--- config.mk ---
export PLATFORM = sky130hd
export DESIGN_NAME = main_control_fsm
export DESIGN_NICKNAME = d
export VERILOG_FILES = /design/src/rtl/riscv_pkg.sv /design/src/rtl/main_control_fsm.sv
export SDC_FILE = /design/constraint.sdc
export NUM_CORES = 1
export LEC_CHECK = 0
export CAP_MARGIN = 0
export CORE_MARGIN = 8
export CORE_UTILIZATION = 41
export DETAILED_ROUTE_END_ITERATION = 12
export GPL_ROUTABILITY_DRIVEN = 0
export PLACE_DENSITY = 0.82
export SETUP_SLACK_MARGIN = 0.1
export SYNTH_ARGS = -nofsm -noshare
export SYNTH_HDL_FRONTEND = slang
export SYNTH_SLANG_ARGS = --single-unit
--- constraint.sdc ---
create_clock -name clk -period 1.9 [get_ports clk]
set_input_delay 0.19 -clock clk [delete_from_list [all_inputs] [get_ports clk]]
set_output_delay 0.19 -clock clk [all_outputs]
set_load 0.02 [all_outputs]
--- src/rtl/riscv_pkg.sv ---
// Shared encodings for the multi-cycle RISC-V main controller: opcodes,
// controller states and the ALU operand/operation select codes.
package riscv_pkg;

   localparam logic [6:0] OP_R   = 7'b0110011;
   localparam logic [6:0] OP_I   = 7'b0010011;
   localparam logic [6:0] OP_LW  = 7'b0000011;
   localparam logic [6:0] OP_SW  = 7'b0100011;
   localparam logic [6:0] OP_BEQ = 7'b1100011;

   typedef enum logic [3:0] {
      FETCH  = 4'd0,
      DECODE = 4'd1,
      MEMADR = 4'd2,
      MEMRD  = 4'd3,
      MEMWB  = 4'd4,
      MEMWR  = 4'd5,
      EXEC_R = 4'd6,
      RWB    = 4'd7,
      EXEC_I = 4'd8,
      IWB    = 4'd9,
      BRANCH = 4'd10
   } state_t;

   localparam logic [1:0] ALUOP_ADD   = 2'b00;
   localparam logic [1:0] ALUOP_SUB   = 2'b01;
   localparam logic [1:0] ALUOP_RTYPE = 2'b10;

   localparam logic [1:0] SRCA_PC    = 2'b00;
   localparam logic [1:0] SRCA_OLDPC = 2'b01;
   localparam logic [1:0] SRCA_AREG  = 2'b10;

   localparam logic [1:0] SRCB_BREG = 2'b00;
   localparam logic [1:0] SRCB_FOUR = 2'b01;
   localparam logic [1:0] SRCB_IMM  = 2'b10;

endpackage

--- src/rtl/main_control_fsm.sv ---
// Multi-cycle RISC-V main controller: one state register, next-state logic
// and a Moore output decoder with mem_ready-gated memory strobes.
//
// state  | meaning
// FETCH  | read instruction at PC, PC+4 into PC when memory completes
// DECODE | opcode dispatch, branch target into ALUOut
// MEMADR | load/store effective address A + imm
// MEMRD  | load data read, wait for memory
// MEMWB  | load data written to register file
// MEMWR  | store data write, wait for memory
// EXEC_R | R-type ALU operation
// RWB    | R-type result writeback
// EXEC_I | I-ALU operation with immediate
// IWB    | I-ALU result writeback
// BRANCH | beq compare, PC <- ALUOut when zero
module main_control_fsm
   import riscv_pkg::*;
(
   input  logic       clk,
   input  logic       rst_n,
   input  logic [6:0] opcode,
   input  logic       mem_ready,
   output logic       PCWrite,
   output logic       Branch,
   output logic       PCSource,
   output logic       IorD,
   output logic       MemRead,
   output logic       MemWrite,
   output logic       IRWrite,
   output logic       MemtoReg,
   output logic       RegWrite,
   output logic [1:0] ALUSrcA,
   output logic [1:0] ALUSrcB,
   output logic [1:0] ALUOp,
   output logic       illegal,
   output logic       retired,
   output logic [3:0] state
);

   state_t state_q, state_d;

   always_comb begin
      state_d = FETCH;
      case (state_q)
         FETCH:  state_d = mem_ready ? DECODE : FETCH;
         DECODE: begin
            case (opcode)
               OP_LW, OP_SW: state_d = MEMADR;
               OP_R:         state_d = EXEC_R;
               OP_I:         state_d = EXEC_I;
               OP_BEQ:       state_d = BRANCH;
               default:      state_d = FETCH;
            endcase
         end
         MEMADR: state_d = (opcode == OP_LW) ? MEMRD : MEMWR;
         MEMRD:  state_d = mem_ready ? MEMWB : MEMRD;
         MEMWB:  state_d = FETCH;
         MEMWR:  state_d = mem_ready ? FETCH : MEMWR;
         EXEC_R: state_d = RWB;
         RWB:    state_d = FETCH;
         EXEC_I: state_d = IWB;
         IWB:    state_d = FETCH;
         BRANCH: state_d = FETCH;
         default: state_d = FETCH;
      endcase
   end

   always_ff @(posedge clk or negedge rst_n) begin
      if (!rst_n) state_q <= FETCH;
      else        state_q <= state_d;
   end

   // Decoder is gated by rst_n so a reset landing mid-wait kills every
   // strobe at once, not just after the state register has settled.
   always_comb begin
      PCWrite  = 1'b0;
      Branch   = 1'b0;
      PCSource = 1'b0;
      IorD     = 1'b0;
      MemRead  = 1'b0;
      MemWrite = 1'b0;
      IRWrite  = 1'b0;
      MemtoReg = 1'b0;
      RegWrite = 1'b0;
      ALUSrcA  = SRCA_PC;
      ALUSrcB  = SRCB_BREG;
      ALUOp    = ALUOP_ADD;
      illegal  = 1'b0;
      retired  = 1'b0;
      if (rst_n) begin
         case (state_q)
            FETCH: begin
               MemRead = 1'b1;
               ALUSrcB = SRCB_FOUR;
               IRWrite = mem_ready;
               PCWrite = mem_ready;
            end
            DECODE: begin
               ALUSrcA = SRCA_OLDPC;
               ALUSrcB = SRCB_IMM;
               illegal = !(opcode inside {OP_LW, OP_SW, OP_R, OP_I, OP_BEQ});
            end
            MEMADR, EXEC_I: begin
               ALUSrcA = SRCA_AREG;
               ALUSrcB = SRCB_IMM;
            end
            MEMRD: begin
               MemRead = 1'b1;
               IorD    = 1'b1;
            end
            MEMWB: begin
               RegWrite = 1'b1;
               MemtoReg = 1'b1;
               retired  = 1'b1;
            end
            MEMWR: begin
               MemWrite = 1'b1;
               IorD     = 1'b1;
               retired  = mem_ready;
            end
            EXEC_R: begin
               ALUSrcA = SRCA_AREG;
               ALUOp   = ALUOP_RTYPE;
            end
            RWB, IWB: begin
               RegWrite = 1'b1;
               retired  = 1'b1;
            end
            BRANCH: begin
               ALUSrcA  = SRCA_AREG;
               ALUOp    = ALUOP_SUB;
               Branch   = 1'b1;
               PCSource = 1'b1;
               retired  = 1'b1;
            end
            default: ;
         endcase
      end
   end

   assign state = state_q;

endmodule

== After elaboration in Yosys (flattened, before gate mapping) ==
Cells that the tools add are included.
Word-level totals
  latch bits: 0
  logic and storage cells: 56
  register bits after elaboration: 4
  output and inout port bits: 21
  memory bits (read-only): 0
  memories: 0
  input port bits: 10
  RAM bits: 0
Cells by class
  $mul: 0
  div/mod/pow operators: 0
  $add $sub $neg: 0
  multiplexer cells: 30
  bitwise logic cells: 0
  equal/unequal tests: 15
  reductions and logical operators: 10
  shifts and indexed selects: 0
  $lt $le $gt $ge: 0
Operators by type and width (count)
  $pmux W4 S7: 1
  $mux W1: 18
  $eq A4 B3 Y1 const B: 4
  $pmux W4 S4: 1
  $eq A7 B6 Y1 const B: 2
  $eq A4 B4 Y1 const B: 3
  $pmux W2 S2: 3
  $mux W3: 3
  $eq A4 B2 Y1 const B: 2
  $reduce_or A4 Y1: 2
  $eq A7 B2 Y1 const B: 1
  $eq A7 B5 Y1 const B: 1
  $eq A7 B7 Y1 const B: 1
  $mux W2: 3
  $reduce_or A2 Y1: 3
  $reduce_or A3 Y1: 2
  $reduce_bool A5 Y1: 1
  $eq A4 B1 Y1 const B: 1
  $logic_not A4 Y1: 1
  $pmux W1 S2: 1
  $logic_not A1 Y1: 1

== Logic depth before layout (Yosys ltp) ==
  word-level depth: 5
  gate-level depth with buffers: 5
  mapped depth without buffers: 4

== Least setup slack after synthesis ==
OpenSTA, ideal clock, no wires.
  path type: reg-to-output
  start: reg state_q[0], in the netlist state[0]
  end: out ALUSrcA[1]
  arrival: 1.851 ns
  slack: -0.141 ns
  buffers on the path: 2
  stages on the path, launching flop included: 4
  path through: dfrtp_1 > buf_4 > buf_2 > a2111oi_0
Between the ends
  longest elaborated chain between the ends: 4
  elaborated cells on any way between the ends: 8
RTL lines
  start: declaration: RTL line main_control_fsm.sv:40  | state_t state_q, state_d;
  start signal: assignment: RTL line main_control_fsm.sv:70  | else state_q <= state_d;
  $eq A4 B4 Y1, or another cell as far along: RTL line main_control_fsm.sv:91  | case (state_q)
  $reduce_or A4 Y1 (no line)
  $pmux W2 S2 (*): RTL line main_control_fsm.sv:91
  $mux W2 (*): RTL line main_control_fsm.sv:90  | if (rst_n) begin
  end: declaration: RTL line main_control_fsm.sv:32  | output logic [1:0] ALUSrcA,
Every way passes the cells marked *; elsewhere a longest branch is shown, timed or not.

== Worst setup path after layout ==
  start: reg state_q[3], in the netlist state[3]
  end: out ALUSrcA[0]
The elaborated chain is that of the path after synthesis.

==> results.md <==
- Max Freq: 0.569 GHz
- Outcome: completed
- Async set or reset register ratio after synthesis: 100%
- Final instance area: 1020 um^2
- Chip height: 54.2 um
- Largest net degree at the start of global routing: 11
- Total global routing overflow: 0
- Clock Power Share: 30.9%
- Top_reg_cell synth: dfrtp_1
- Final wirelength: 2.19 mm
- Sw frac: 36.2%
- Number of CTS-inserted buffers: 3
- Max-Cap Viols: 0
- Vias per cell: 5.62
- Crit share post-route: 92.4%
- VDD IR max: 0.000353 V
- Port Buffers: 30
- Cell Int Power: 240 uW
- GRT Util Overall: 15.5%
- First-pass GRT wire length: 3.40 mm
- DRC viols: 0
- CP max FO: 9
- FF+latch count, synth: 4
- # setup viols final: 0
- DP Wirelength: 1.69 mm
- Die X: 54.2 um
- Sequential share of power: 24.5%
- LEAKAGE: 0.000474 uW
- Worst hold path class: input pin to async pin
- Syn nets: 92
- CP Class: flop to output pin
- Worst-Skew Late Latency: 250 ps
- Post-synth cell types: 36
- Largest register FFs: 4
- Post-CTS Setup Repair Bufs: 0
- Die footprint: 2940 um^2
- Combinational share of power: 44.6%
- Ant. Diodes: 0
- Psw: 137 uW
- H-tree depth: 1
- Starting Density: 44.9%
- Antenna violations before repair: 0
- Post_cts resized: 30
- Routed WL per cell: 15.3 um
- Seq/Total Area, Yosys: 16.7%
- Worst EP required: 1710 ps
- Slew HR: 79.0%
- Fill cells: 111
- Hold-fix buffers, CTS: 0
- Worst-path clk slew: 50 ps
- Worst Tran Pin Value: 315 ps
- Placed Area: 1030 um^2
- Hold Fails Final Rpt: 0
- Most common cell after layout, fill and taps aside: buf_4
- Vias in the first global route: 781
- Cell Area, Synth: 599 um^2
- # rows: 13
- Routed vias: 804
- Layout cell share with drive strength beyond 1: 35.2%
- Crit path DAT: 1570 ps
- Unrepaired setup endpoints after global routing: true
- Post-route ant nets: 0
- CTS Root Cell: clkbuf_4
- CTS Buffer Depth: 2
- Nets@finish: 140
- Area grow syn2layout: 70.4%
- TritonCTS clock tree: built
- Largest area contributor in the netlist: dfrtp_1
- Final core occ: 76.5%
- Crit. End Element: output pin
- WHS: 320 ps
- Clock sinks: 4
- CP top delay family: buffers and inverters
- CP Launch Type: flop
- Syn avg cell area: 7.31 um^2
- Synth Instances: 82
- Ports: 31
- Setup Skew: 8.24 ps
- Drt first pass iters: 4
- EDFF count, synth: 0
- Core Region: 1330 um^2
- Power Density: 369 nW/um^2
- Initial DRC Count: 30
- CP peak stage delay: 470 ps
- Min cycle time layout: 1760 ps
- Tot Pwr: 377 uW
- Slowest library cell on the worst path: dfrtp_2
- Cells along the critical path: nor2_2, nand2_2, buf_4, nor2_1, dlygate4sd2_1
- CP bufs+invs: 2
- Leading cell types in the layout, fill and taps excluded: buf_4, clkdlybuf4s50_1, nor2_1, dlygate4sd2_1, nand2b_1
- Max-slew violations: 0
- Area contributors post-synth: dfrtp_1, nor2_1, buf_4
- Post-synth top area share: 16.7%
- YS warnings: 0
[per-stage QoR]
| step | worst slack [ps] | instances | setup TNS (ps) |
|---|---|---|---|
| after detailed placement | -89.7 | 140 | -365 |
| after CTS | 26.3 | 143 | 0 |
| final | 144 | 143 | 0 |
| after global placement | -67.7 | 140 | -198 |
| after global routing | 71.5 | 143 | 0 |
| after floorplan | 111 | 82 | 0 |
[layout make-up]
cell class / count / area, um^2 / share of cell area [%]
flip-flops and latches: 4 / 104 / 10.2
multi-input cells: 68 / 452 / 44.2
clock buffers: 3 / 22.5 / 2.21
repair buffers: 51 / 417 / 40.8
well taps: 15 / 18.8 / 1.84
inverters: 2 / 7.51 / 0.735
[layer usage]
| metal | GRT usage, % | wire length [um] | vias up |
|---|---|---|---|
| met5 | 0 | 0 | - |
| met4 | 7.38 | 46 | 0 |
| met3 | 2.44 | 161 | 7 |
| met2 | 28.2 | 1090 | 33 |
| met1 | 16.9 | 889 | 376 |
| li1 | - | - | 388 |
[logic make-up (layout without fill, tap and decap cells)]
logic type / Yosys count / count (layout) / share of synthesized area, %
compound gates: 21 / 21 / 23.8
xor+xnor: 1 / 1 / 1.46
buf+inv: 10 / 56 / 11.1
flops: 4 / 4 / 16.7
mux: 2 / 2 / 3.34
simple gates: 44 / 44 / 43.6
[power by group through the flow]
stage | registers [uW] | clock network [uW] | logic, uW
2_1_floorplan | 96.1 | 0 | 86.4
3_3_place_gp | 92.8 | 0 | 173
3_5_place_dp | 93.0 | 0 | 177
4_1_cts | 91.9 | 119 | 169
5_1_grt | 92.7 | 125 | 181
6_report | 92.3 | 116 | 168
[cells in the mapped netlist, types with 2 or more instances]
| library cell | number |
|---|---|
| nor3_1 | 5 |
| o22ai_1 | 2 |
| mux2i_1 | 2 |
| nor2b_1 | 3 |
| a21oi_1 | 3 |
| o21ai_0 | 5 |
| dfrtp_1 | 4 |
| buf_2 | 2 |
| nand2b_1 | 6 |
| nand2_1 | 5 |
| and3_1 | 3 |
| nor2_1 | 11 |
| buf_4 | 5 |
| inv_1 | 2 |
| a211oi_1 | 3 |
[worst register-to-register path: stages (launching register included)]
cell,delay (ps)
dfrtp_2,450
buf_4,190
nand2b_4,160
nor3b_1,270
a211oi_1,110
o22ai_1,210
[worst paths after layout]
| kind | startpoint | end | slack (ps) | cells after the start |
|---|---|---|---|---|
| worst min register to register | state[0]$_DFF_PN0_ | state[0]$_DFF_PN0_ | 690 | 2 |
| worst max register to register | state[1]$_DFF_PN0_ | state[2]$_DFF_PN0_ | 410 | 5 |
| worst max-delay path | state[3]$_DFF_PN0_ | ALUSrcA[0] | 140 | 5 |
| min in group clk | state[0]$_DFF_PN0_ | state[0]$_DFF_PN0_ | 690 | 2 |
| worst min-delay path | rst_n | state[0]$_DFF_PN0_ | 320 | 2 |
| max in group asynchronous | rst_n | state[1]$_DFF_PN0_ | 1430 | 2 |
Power figures use the tool's default switching activity.
